[src/rtl/soc_bus_fabric_if.sv]
// CPU data-port and slave-side bus bundles for the SoC address-decode fabric.
interface soc_cpu_if;
   logic        ram_cen;
   logic        ram_wen;
   logic [31:0] ram_addr;
   logic [3:0]  ram_flag;
   logic [31:0] ram_wdata;
   logic [31:0] ram_rdata;
   logic        ram_abort;

   modport master (output ram_cen, ram_wen, ram_addr, ram_flag, ram_wdata,
                   input  ram_rdata, ram_abort);
   modport slave  (input  ram_cen, ram_wen, ram_addr, ram_flag, ram_wdata,
                   output ram_rdata, ram_abort);
endinterface

interface soc_slv_if #(parameter int unsigned N_SLV = 4);
   logic [N_SLV-1:0]    slv_ce;
   logic                slv_we;
   logic [31:0]         slv_addr;
   logic [3:0]          slv_flag;
   logic [31:0]         slv_wdata;
   logic [N_SLV*32-1:0] slv_rdata;

   modport master (output slv_ce, slv_we, slv_addr, slv_flag, slv_wdata,
                   input  slv_rdata);
   modport slave  (input  slv_ce, slv_we, slv_addr, slv_flag, slv_wdata,
                   output slv_rdata);
endinterface

[src/rtl/soc_bus_fabric.sv]
// Address decoder / read-return mux between the core data port and N_SLV peripherals,
// with one-cycle abort on unmapped accesses and error capture.
module soc_bus_fabric_tag_cmp #(
   parameter logic [3:0] TAG = 4'h0
) (
   input  logic [3:0] nib,
   output logic       match
);
   assign match = (nib == TAG);
endmodule

module soc_bus_fabric #(
   parameter int unsigned          N_SLV    = 4,
   parameter logic [N_SLV*4-1:0]   SLV_TAGS = {4'hd, 4'he, 4'h0, 4'h4},
   parameter int unsigned          DEF_SLV  = 0,
   parameter int unsigned          ERR_W    = 8
) (
   input  logic             clk,
   input  logic             rst_n,
   soc_cpu_if.slave         cpu,
   soc_slv_if.master        slv,
   input  logic             err_clr,
   output logic             err_vld,
   output logic [31:0]      err_addr,
   output logic [ERR_W-1:0] err_cnt
);
   localparam logic [N_SLV-1:0] DEF_OH = N_SLV'(1) << DEF_SLV;

   logic [N_SLV-1:0] match;
   logic [N_SLV-1:0] hit;
   logic             miss;
   logic [N_SLV-1:0] sel_q;
   logic             unmap_q;
   logic             abort_q;
   logic             vld_eff;
   logic [ERR_W-1:0] cnt_eff;
   logic [31:0]      rdata_mux;

   genvar gi;
   generate
      for (gi = 0; gi < N_SLV; gi++) begin : g_tag
         soc_bus_fabric_tag_cmp #(.TAG(SLV_TAGS[4*gi +: 4])) u_cmp (
            .nib   (cpu.ram_addr[31:28]),
            .match (match[gi])
         );
      end
   endgenerate

   // Duplicate tags resolve to the lowest index so slv_ce is never multi-hot.
   always_comb begin
      logic found;
      hit   = '0;
      found = 1'b0;
      for (int i = 0; i < N_SLV; i++) begin
         if (cpu.ram_cen && match[i] && !found) begin
            hit[i] = 1'b1;
            found  = 1'b1;
         end
      end
   end

   assign miss = cpu.ram_cen & ~(|hit);

   assign slv.slv_ce    = hit;
   assign slv.slv_we    = cpu.ram_cen & cpu.ram_wen & (|hit);
   assign slv.slv_addr  = cpu.ram_addr;
   assign slv.slv_flag  = cpu.ram_flag;
   assign slv.slv_wdata = cpu.ram_wdata;

   always_comb begin
      rdata_mux = '0;
      for (int i = 0; i < N_SLV; i++)
         if (sel_q[i]) rdata_mux = rdata_mux | slv.slv_rdata[32*i +: 32];
   end

   assign cpu.ram_rdata = unmap_q ? 32'h0 : rdata_mux;
   assign cpu.ram_abort = abort_q;

   always_ff @(posedge clk or negedge rst_n) begin
      if (!rst_n) begin
         sel_q   <= DEF_OH;
         unmap_q <= 1'b0;
         abort_q <= 1'b0;
      end else begin
         abort_q <= miss;
         if (cpu.ram_cen) begin
            sel_q   <= hit;
            unmap_q <= miss;
         end
      end
   end

   // A clear in the same cycle as a fault is applied first, so the fault is captured fresh.
   assign vld_eff = err_vld & ~err_clr;
   assign cnt_eff = err_clr ? '0 : err_cnt;

   always_ff @(posedge clk or negedge rst_n) begin
      if (!rst_n) begin
         err_vld  <= 1'b0;
         err_addr <= 32'h0;
         err_cnt  <= '0;
      end else begin
         if (err_clr) begin
            err_vld <= 1'b0;
            err_cnt <= '0;
         end
         if (miss) begin
            if (!vld_eff) begin
               err_addr <= cpu.ram_addr;
               err_vld  <= 1'b1;
            end
            if (!(&cnt_eff)) err_cnt <= cnt_eff + ERR_W'(1);
         end
      end
   end
endmodule

[src/flat_wrapper.sv]
// flat-port wrapper written by rule: the top's interface ports become plain ports
module soc_bus_fabric_flat 
#(
   parameter int unsigned          N_SLV    = 4,
   parameter logic [N_SLV*4-1:0]   SLV_TAGS = {4'hd, 4'he, 4'h0, 4'h4},
   parameter int unsigned          DEF_SLV  = 0,
   parameter int unsigned          ERR_W    = 8
)
  (clk, rst_n, err_clr, err_vld, err_addr, err_cnt, cpu_ram_cen, cpu_ram_wen, cpu_ram_addr, cpu_ram_flag, cpu_ram_wdata, cpu_ram_rdata, cpu_ram_abort, slv_slv_ce, slv_slv_we, slv_slv_addr, slv_slv_flag, slv_slv_wdata, slv_slv_rdata);
  soc_cpu_if cpu_i ();
  soc_slv_if #(.N_SLV(N_SLV)) slv_i ();
  input  logic clk;
  input  logic rst_n;
  input  logic err_clr;
  output logic err_vld;
  output logic [31:0] err_addr;
  output logic [ERR_W-1:0] err_cnt;
  input wire logic [$bits(cpu_i.ram_cen)-1:0] cpu_ram_cen;
  input wire logic [$bits(cpu_i.ram_wen)-1:0] cpu_ram_wen;
  input wire logic [$bits(cpu_i.ram_addr)-1:0] cpu_ram_addr;
  input wire logic [$bits(cpu_i.ram_flag)-1:0] cpu_ram_flag;
  input wire logic [$bits(cpu_i.ram_wdata)-1:0] cpu_ram_wdata;
  output wire logic [$bits(cpu_i.ram_rdata)-1:0] cpu_ram_rdata;
  output wire logic [$bits(cpu_i.ram_abort)-1:0] cpu_ram_abort;
  output wire logic [$bits(slv_i.slv_ce)-1:0] slv_slv_ce;
  output wire logic [$bits(slv_i.slv_we)-1:0] slv_slv_we;
  output wire logic [$bits(slv_i.slv_addr)-1:0] slv_slv_addr;
  output wire logic [$bits(slv_i.slv_flag)-1:0] slv_slv_flag;
  output wire logic [$bits(slv_i.slv_wdata)-1:0] slv_slv_wdata;
  input wire logic [$bits(slv_i.slv_rdata)-1:0] slv_slv_rdata;
  assign cpu_i.ram_cen = cpu_ram_cen;
  assign cpu_i.ram_wen = cpu_ram_wen;
  assign cpu_i.ram_addr = cpu_ram_addr;
  assign cpu_i.ram_flag = cpu_ram_flag;
  assign cpu_i.ram_wdata = cpu_ram_wdata;
  assign cpu_ram_rdata = cpu_i.ram_rdata;
  assign cpu_ram_abort = cpu_i.ram_abort;
  assign slv_slv_ce = slv_i.slv_ce;
  assign slv_slv_we = slv_i.slv_we;
  assign slv_slv_addr = slv_i.slv_addr;
  assign slv_slv_flag = slv_i.slv_flag;
  assign slv_slv_wdata = slv_i.slv_wdata;
  assign slv_i.slv_rdata = slv_slv_rdata;
  soc_bus_fabric #(.N_SLV(N_SLV), .SLV_TAGS(SLV_TAGS), .DEF_SLV(DEF_SLV), .ERR_W(ERR_W)) u_core (.clk(clk), .rst_n(rst_n), .cpu(cpu_i), .slv(slv_i), .err_clr(err_clr), .err_vld(err_vld), .err_addr(err_addr), .err_cnt(err_cnt));
endmodule
[config.mk]
export PLATFORM = sky130hd
export DESIGN_NAME = soc_bus_fabric_flat
export DESIGN_NICKNAME = d
export VERILOG_FILES = /design/src/rtl/soc_bus_fabric_if.sv /design/src/rtl/soc_bus_fabric.sv /design/src/flat_wrapper.sv
export SDC_FILE = /design/constraint.sdc
export NUM_CORES = 1
export LEC_CHECK = 0
export CAP_MARGIN = 20
export CORE_AREA = 2 2 135 137
export DETAILED_ROUTE_END_ITERATION = 10
export DIE_AREA = 0 0 137 139
export GPL_ROUTABILITY_DRIVEN = 0
export PLACE_DENSITY = 0.68
export SLEW_MARGIN = 15
export SYNTH_ARGS = -nofsm -noshare
export SYNTH_HDL_FRONTEND = slang
export SYNTH_SLANG_ARGS = --single-unit
[constraint.sdc]
create_clock -name clk -period 2.4 [get_ports clk]
set_input_delay 0.36 -clock clk [delete_from_list [all_inputs] [get_ports clk]]
set_output_delay 0.36 -clock clk [all_outputs]
set_load 0.01 [all_outputs]
==> flow_summary.ini <==
[clock_tree]
clkTransAtPathRegs_ns = 0.06
cts_tree = done
cts_root_buffer = clkbuf_16
postCtsHoldBufs = 0
cts_sinks = 47
h-tree-depth = 2
clkLatencyLatePin_ns = 0.29
cts_setup_buffers = 0
cts_buffer_depth = 2
cts_buffers = 5

[drt]
drt_first_pass_iters = 6
dr_total_vias = 3352
routed_wl_um = 14980
drt-initial-drc-count = 144
wl_per_cell_um = 19.40
final_antenna_net_count = 0
drc = 0
vias_per_cell = 4.342

[yosys]
yosys_warnings = 0
synth_area_sq_um = 3312
syn-mean-instance-area_sq_um = 10.13
ys_ff_latch = 47
synth_cell_types = 35
ys_seq_area_share_pct = 35.55
synth_cells = 327
syn_nets = 529

[critical_path]
r2r-start = u_core.err_cnt[0]
worst_r2r_endpoint = u_core.err_cnt[0]
arrival_ns = 1.96
crit_top_cell = clkdlybuf4s50_1
ff2ff_setup_slack_ns = 0.48
rr_worst_depth = 8
crit_family = buffers and inverters
critPathMaxStageDelay_ns = 0.56
end_kind = output port
path_cells = clkdlybuf4s50_1 > buf_4 > nor3_1 > a31oi_1 > nor2_1 > clkdlybuf4s50_1
cp_num_buf_inv = 3
crit_fanout = 8
crit_slowest_cell = clkdlybuf4s50_1
crit_required_ns = 2.04
cp-start-kind = primary input
path_class = primary input to output port

[power]
clockPowerShare_pct = 23.9
p_leak_nw = 2.344
p_sw_mw = 0.7637
intPower_mw = 2.039
p_sw_share_pct = 27.25
ir_worst_vdd_mv = 0.2886
seq_power_share_pct = 35.4
powerDensity_nw_per_um2 = 459.6
combPwrFrac_pct = 40.7

[cells_and_area]
layout-drive-gt1-share_pct = 13.73
fin_nets = 742
final_common_cell = clkdlybuf4s50_1
final_design_area_no_fill_sq_um = 6098
final_cell_mix = clkdlybuf4s50_1, a22oi_1, dfrtp_1
areaGrowthSynthToFinish_pct = 84.13

[floorplan]
core_sq_um = 17660
start_util_pct = 18.76
die-area_sq_um = 19040
fp.dieH_um = 139
ios = 348
num_rows = 49
die_x_um = 137

[global_routing]
grt_use_total_pct = 14.78
antenna_found_initial = 4
grt_pass1_vias = 3409
grt_max_degree = 48
grt_pass1_wl_um = 21110
overflow = 0

[timing]
finalSetupViolCount = 0
finalHoldViolations = 0
min_period_ns = 2.316
worstMarginPinSlew_ns = 0.6239
slew-limit-headroom_pct = 58.41
slew_violations = 0
whs_ns = 0.1775
skew_ns = 0.002143
rsz0062_at_grt = false
period_share_pct = 96.51
max_clock_freq_ghz = 0.4317

[run]
cap_violations = 0

[min_path]
hold_class = primary input to async pin

[placed_design]
placed_cell_area_sq_um = 5937
hpwlAfterDp_um = 12300
io_buffers = 275

[run_status]
status = finished, final reports clean
[cells by family after synthesis]
| kind of cell | Yosys count | synth area share (%) |
|---|---|---|
| xor gates and xnor gates | 3 | 0.7935 |
| AOI/OAI and AO/OA | 111 | 23.04 |
| DFF | 47 | 35.55 |
| buffers and inverters | 98 | 19.61 |
| muxes | 35 | 15.26 |
| and+or+nand+nor | 32 | 5.365 |
| adders and majority gates | 1 | 0.3777 |
[sequential cells by signal, indices dropped and copies added, names as in the netlist]
signal                cells
u_core.err_addr          32
u_core.unmap_q            1
u_core.cpu.ram_abort      1
u_core.sel_q              4
u_core.err_vld            1
u_core.err_cnt            8
[Yosys cell counts (all sizes together)]
cell type	count	area, sq um
nor2	6	22.52
inv	4	17.52
nor4	3	18.77
o21ai	1	5.000
ha	1	12.51
nand2b	3	18.77
xor2	2	17.52
clkbuf	21	78.83
o31ai	1	7.510
xnor2	1	8.760
dfrtp	46	1151
a21o	5	37.54
a41oi	1	8.760
nand2	3	11.26
nor2b	3	18.77
a311oi	1	8.760
o21a	1	15.01
nand4	3	18.77
nor4b	1	8.760
a22oi	64	480.5
nor3	4	20.02
buf	73	553.0
a31o	1	17.52
a21oi	34	170.2
mux2i	1	10.01
nor3b	4	30.03
mux2	34	495.5
dfstp	1	26.28
a31oi	2	12.51
nand3	2	10.01
[area by class of cell]
| cell class | instances | area [sq um] |
|---|---|---|
| multi-input cells | 182 | 1501 |
| well taps | 229 | 286.5 |
| inverters | 4 | 17.52 |
| fillers | 1835 | 11560 |
| diodes | 4 | 10.01 |
| clock inverters | 1 | 7.507 |
| flip-flops and latches | 47 | 1177 |
| clock buffers | 5 | 125.1 |
| repair buffers | 300 | 2973 |
[power by group through the flow]
| stage | Clock [mW] | Sequential, mW | Combinational (mW) |
|---|---|---|---|
| floorplan | 0 | 1.05 | 0.448 |
| global placement | 0 | 1.00 | 1.14 |
| detailed placement | 0 | 1.00 | 1.15 |
| CTS | 0.695 | 0.992 | 1.16 |
| global route | 0.722 | 1.01 | 1.21 |
| finish | 0.671 | 0.992 | 1.14 |
[what timing repair did]
item | CTS | global route
gates resized for setup | 3 | 4
pin swaps | 0 | 0
setup endpoints to repair | 4 | 3
[how the worst max path moves through the flow]
| stage | start | to | slack, ns | cells past startpoint |
|---|---|---|---|---|
| 2_1_floorplan | err_clr | u_core.err_cnt[1] | 0.35 | 7 |
| 3_5_place_dp | cpu_ram_addr[28] | slv_slv_we | -0.07 | 5 |
| 5_1_grt | u_core.sel_q[0] | cpu_ram_rdata[31] | 0.01 | 4 |
| 6_report | cpu_ram_addr[31] | slv_slv_we | 0.08 | 6 |
| 4_1_cts | cpu_ram_addr[31] | slv_slv_ce[3] | -0.04 | 4 |
| 3_3_place_gp | cpu_ram_addr[28] | slv_slv_we | -0.06 | 5 |
[per-layer routing]
| metal | track usage [%] | share of wire (%) | up-vias |
|---|---|---|---|
| met1 | 15.80 | 35 | 1564 |
| met5 | 0 | 0 | - |
| met4 | 4.504 | 2.4 | 0 |
| met3 | 6.360 | 12 | 17 |
| met2 | 26.05 | 50 | 208 |
| li1 | - | - | 1563 |
[stage by stage]
step	instances	total power [mW]	worst slack (ns)	TNS, ns	util, %
after floorplan	327	1.498	0.3490	0	-
after global placement	762	2.144	-0.06154	-0.1269	33.62
after detailed placement	762	2.154	-0.07336	-0.1923	33.62
after CTS	768	2.844	-0.03990	-0.07093	34.40
after global routing	769	2.943	0.01115	0	34.50
final	772	2.803	0.08365	0	34.54
Note: power is estimated with default switching activity, not from simulation.
